==> config.mk <==
export PLATFORM = sky130hd
export DESIGN_NAME = ifmap_read_sched
export DESIGN_NICKNAME = d
export VERILOG_FILES = /design/src/rtl/ifmap_read_sched.sv
export SDC_FILE = /design/constraint.sdc
export NUM_CORES = 2
export LEC_CHECK = 0
export CELL_PAD_IN_SITES_DETAIL_PLACEMENT = 0
export CELL_PAD_IN_SITES_GLOBAL_PLACEMENT = 1
export CORE_UTILIZATION = 39
export CTS_BUF_LIST = sky130_fd_sc_hd__clkbuf_8 sky130_fd_sc_hd__clkbuf_16
export DETAILED_ROUTE_END_ITERATION = 8
export DONT_BUFFER_PORTS = 1
export GPL_TIMING_DRIVEN = 0
export PLACE_DENSITY_LB_ADDON = 0.1
export SYNTH_ARGS = -nofsm -noshare
export SYNTH_HDL_FRONTEND = slang
export SYNTH_SLANG_ARGS = --single-unit
==> constraint.sdc <==
create_clock -name clk -period 7.3 [get_ports clk]
set_input_delay 0.365 -clock clk [delete_from_list [all_inputs] [get_ports clk]]
set_output_delay 0.365 -clock clk [all_outputs]
set_load 0.05 [all_outputs]
==> src/rtl/ifmap_read_sched.sv <==
// Layer-level sequencer for the ifmap read path: configures the address
// generator once per layer, then gates its advance strobe block by block.
module ifmap_read_sched #(
  parameter int BANK_ADDR_WIDTH = 8,
  parameter int BLK_WIDTH       = 16
) (
  input  logic                         clk,
  input  logic                         rst_n,
  input  logic                         start,
  input  logic [8*BANK_ADDR_WIDTH-1:0] layer_cfg,
  input  logic [BLK_WIDTH-1:0]         num_blocks,
  input  logic                         bank_ready,
  input  logic                         stall,
  output logic                         gen_config_en,
  output logic [8*BANK_ADDR_WIDTH-1:0] gen_config_data,
  output logic                         gen_adr_en,
  output logic                         rd_valid,
  output logic                         bank_release,
  output logic                         busy,
  output logic                         done
);

  localparam int W  = BANK_ADDR_WIDTH;
  localparam int CW = 8 * BANK_ADDR_WIDTH;
  localparam int PW = 5 * BANK_ADDR_WIDTH;

  typedef enum logic [2:0] {
    S_IDLE,
    S_CONFIG,
    S_WAIT_BANK,
    S_RUN,
    S_DRAIN,
    S_DONE
  } state_e;

  state_e               state_q, state_d;
  logic [CW-1:0]        cfg_q, cfg_d;
  logic [BLK_WIDTH-1:0] nblk_q, nblk_d;
  logic [BLK_WIDTH-1:0] blk_left_q, blk_left_d;
  logic [PW-1:0]        rpb_q, rpb_d;
  logic [PW-1:0]        rd_left_q, rd_left_d;
  logic                 rd_valid_q;
  logic                 issue;
  logic [PW-1:0]        ox0_x, oy0_x, fx_x, fy_x, ic1_x, rpb_calc;

  // Operands are widened first so the five-way product never truncates.
  assign ox0_x    = PW'(layer_cfg[8*W-1 -: W]);
  assign oy0_x    = PW'(layer_cfg[7*W-1 -: W]);
  assign fx_x     = PW'(layer_cfg[6*W-1 -: W]);
  assign fy_x     = PW'(layer_cfg[5*W-1 -: W]);
  assign ic1_x    = PW'(layer_cfg[W-1 -: W]);
  assign rpb_calc = ox0_x * oy0_x * fx_x * fy_x * ic1_x;

  assign issue = (state_q == S_RUN) && !stall;

  always_ff @(posedge clk or posedge rst_n) begin
    if (rst_n) begin
      state_q <= S_IDLE;
    end else begin
      state_q <= state_d;
    end
  end

  always_comb begin
    state_d = state_q;
    case (state_q)
      S_IDLE:      if (start) state_d = S_CONFIG;
      S_CONFIG: begin
        if (rpb_q == '0 || nblk_q == '0) state_d = S_DONE;
        else                             state_d = S_WAIT_BANK;
      end
      S_WAIT_BANK: if (bank_ready) state_d = S_RUN;
      S_RUN:       if (issue && rd_left_q == PW'(1)) state_d = S_DRAIN;
      S_DRAIN: begin
        if (blk_left_q > BLK_WIDTH'(1)) state_d = S_WAIT_BANK;
        else                            state_d = S_DONE;
      end
      S_DONE:      state_d = S_IDLE;
      default:     state_d = S_IDLE;
    endcase
  end

  always_comb begin
    cfg_d      = cfg_q;
    nblk_d     = nblk_q;
    rpb_d      = rpb_q;
    blk_left_d = blk_left_q;
    rd_left_d  = rd_left_q;
    case (state_q)
      S_IDLE: begin
        if (start) begin
          cfg_d  = layer_cfg;
          nblk_d = num_blocks;
          rpb_d  = rpb_calc;
        end
      end
      S_CONFIG: begin
        if (rpb_q != '0 && nblk_q != '0) begin
          blk_left_d = nblk_q;
          rd_left_d  = rpb_q;
        end
      end
      S_RUN: if (issue) rd_left_d = rd_left_q - PW'(1);
      S_DRAIN: begin
        blk_left_d = blk_left_q - BLK_WIDTH'(1);
        rd_left_d  = rpb_q;
      end
      default: ;
    endcase
  end

  always_ff @(posedge clk or posedge rst_n) begin
    if (rst_n) begin
      cfg_q      <= '0;
      nblk_q     <= '0;
      rpb_q      <= '0;
      blk_left_q <= '0;
      rd_left_q  <= '0;
      rd_valid_q <= 1'b0;
    end else begin
      cfg_q      <= cfg_d;
      nblk_q     <= nblk_d;
      rpb_q      <= rpb_d;
      blk_left_q <= blk_left_d;
      rd_left_q  <= rd_left_d;
      rd_valid_q <= issue;
    end
  end

  // gen_adr_en stays combinational on stall so the generator holds its address.
  always_comb begin
    gen_config_en   = (state_q == S_CONFIG);
    gen_config_data = cfg_q;
    gen_adr_en      = issue;
    rd_valid        = rd_valid_q;
    bank_release    = (state_q == S_DRAIN);
    busy            = (state_q != S_IDLE);
    done            = (state_q == S_DONE);
  end

endmodule

==> impl_metrics.ini <==
[setup_path]
required_ps = 7720
cp-end-kind = flip-flop
critPathSlowestCell = fa_1
cp.arrival_ps = 15510
path_class = input pin to flip-flop
worst-path-max-fanout = 9
startpoint_type = input pin
cpMostUsedCell = fa_1
cpPeakStageDelay_ps = 530

[global_routing]
antenna_found_initial = 0
grt_pass1_wl_um = 150000
grt_pass1_vias = 26491
grt_remaining_overflow = 0
grt_usage = 0.256
grt_start_max_net_pins = 93

[synthesis]
yosys_warnings = 0
synth_area_leaders = fa_1, dfrtp_1, ha_1
syn_avg_cell_area_um2 = 8.42
synth_cell_types = 80
yosysMostFrequentCell = nand2_1
synth_top_area_frac = 0.300
async_reset_ff_frac = 1.00
synth_top_cell_by_area = fa_1
synth_common_cells = nand2_1, inv_1, fa_1
synth_ff_type = dfrtp_1
syn-num-nets = 4139
synth-seq-area-share = 0.156
ys_ff_latch = 180
synth-edff-count = 0
synth_cells = 3426
syn-cell-area_um2 = 28900

[timing]
finalMaxSlewViolations = 0
rsz0062_at_grt = yes
min_period_ps = 15080
final.setup_skew_ps = 26.5
tightest_slew_ps = 1250
fin_ws_ps = -7780
setup_viol = 36
period_share = 2.07
fmax_mhz = 66.3
hold_viol = 0
slew_headroom = 0.163

[run]
maxCapViolCount = 0

[route]
viasPerCell = 5.38
dr.pass1.iters = 7
drc = 16
finalWirelength_um = 94100
vias = 25142
wl_per_cell_um = 20.1
final_antenna_net_count = 0
drtIter0Drc = 1317

[placed_design]
io_buffers = 0
pre_cts_ws_ps = -10340
hpwl_um = 71900
routabilityCongestion = 0.884

[die]
boundaryPins = 155
dieArea_um2 = 75100
dieHeight_um = 274
fp.dieW_um = 274
initial_utilization = 0.395
design.core.area_um2 = 73100
row_count = 99

[worst_hold_path]
worstHoldPathType = input pin to flip-flop

[clocking]
cts_sinks = 180
cts_root_buffer = clkbuf_16
cts.htree.levels = 4
clkLatencyLatePin_ps = 510
clk_path_buf_depth = 2
clk_pin_slew_worst_paths_ps = 90
cts_tree = done
cts_inserted_buffers = 17

[cells_and_area]
n_antenna_cell = 0
nets = 4416
post-route-util = 0.499
drive_above_1_share = 0.199
area_growth_pct = 26.5

[status]
violations = DRC, setup timing
status = finished with violations
[flip-flops by register name, indices dropped and copies added, names as in the netlist]
register and count:
gen_config_data 64, state_q 3, blk_left_q 16, rpb_q 40
rd_valid 1, rd_left_q 40, nblk_q 16
[cell families (layout without fill, tap and decap cells)]
logic type	count (synthesis)	count (layout)	synth area share
compound gates	517	517	0.114
xor+xnor	80	80	0.0245
fa+ha+maj	628	628	0.385
buf+inv	626	916	0.0815
flops	180	180	0.156
mux	1	1	0.000390
simple gates	1394	1394	0.238
[timing repair]
action	in CTS	in global routing
buffers inserted	164	54
gates resized for setup	336	149
hold buffers	55	0
gates cloned	0	0
endpoints found under the hold margin	145	0
pin swaps	165	87
setup endpoints to repair	36	37
[critical path: cells and delay by family]
| kind | cells | cell delay (ps) |
|---|---|---|
| AOI/OAI and AO/OA | 15 | 2700 |
| xor gates and xnor gates | 1 | 200 |
| adders and majority gates | 20 | 8960 |
| buffers and inverters | 15 | 1240 |
| and+or+nand+nor | 10 | 2000 |
[path summary, 6_finish.rpt]
kind	start	to	slack, ps	cells after the start
max reg2reg	state_q[1]	gen_config_data[42]	3520	8
min reg2reg	blk_left_q[15]	blk_left_q[15]	500	1
max	layer_cfg[59]	rpb_q[36]	-7780	61
min	bank_ready	state_q[2]	60	2
max in group asynchronous	rst_n	gen_config_data[32]	5830	3
min in group asynchronous	rst_n	nblk_q[6]	470	2
[placed cells by master (no fill, tap or decap), drive strengths merged, types with 43 or more instances in the layout]
cell type | Yosys | final
and2 | 355 | 355
nand2 | 624 | 624
nor2 | 120 | 120
dlygate4sd3 | 0 | 55
inv | 477 | 485
nor3 | 49 | 49
a21o | 43 | 43
fa | 432 | 432
dfrtp | 180 | 180
xnor2 | 43 | 43
buf | 5 | 221
ha | 196 | 196
clkbuf | 143 | 147
o21ai | 152 | 152
a21oi | 133 | 133
[stage by stage]
step | cells | hold slack [ps] | cell area (µm²) | TNS [ps]
2_1_floorplan | 3426 | 460 | 30300 | -196740
3_3_place_gp | 4385 | 474 | 31500 | -362570
3_5_place_dp | 4386 | 376 | 31500 | -259930
4_1_cts | 4627 | 18.7 | 35600 | -200810
5_1_grt | 4675 | 57.9 | 36500 | -220270
6_report | 4675 | 63.6 | 36500 | -204810
[final cells by class]
cell class | instances | area (µm²)
fillers | 7037 | 36600
multi-input cells | 2620 | 25300
flip-flops and latches | 180 | 4500
repair buffers | 269 | 2440
inverters | 478 | 1810
well taps | 959 | 1200
plain buffers | 137 | 611
clock buffers | 17 | 425
clock inverters | 15 | 213
[layer usage]
layer | up-vias | track usage | share of wire
met5 | - | 0 | 0
met4 | 0 | 0.0772 | 0.025
met3 | 106 | 0.0240 | 0.036
met2 | 570 | 0.450 | 0.50
met1 | 12854 | 0.332 | 0.44
li1 | 11612 | - | -
Power is not shown: default switching activity piles up to over one toggle a cycle in this logic, so the estimate is an artifact.
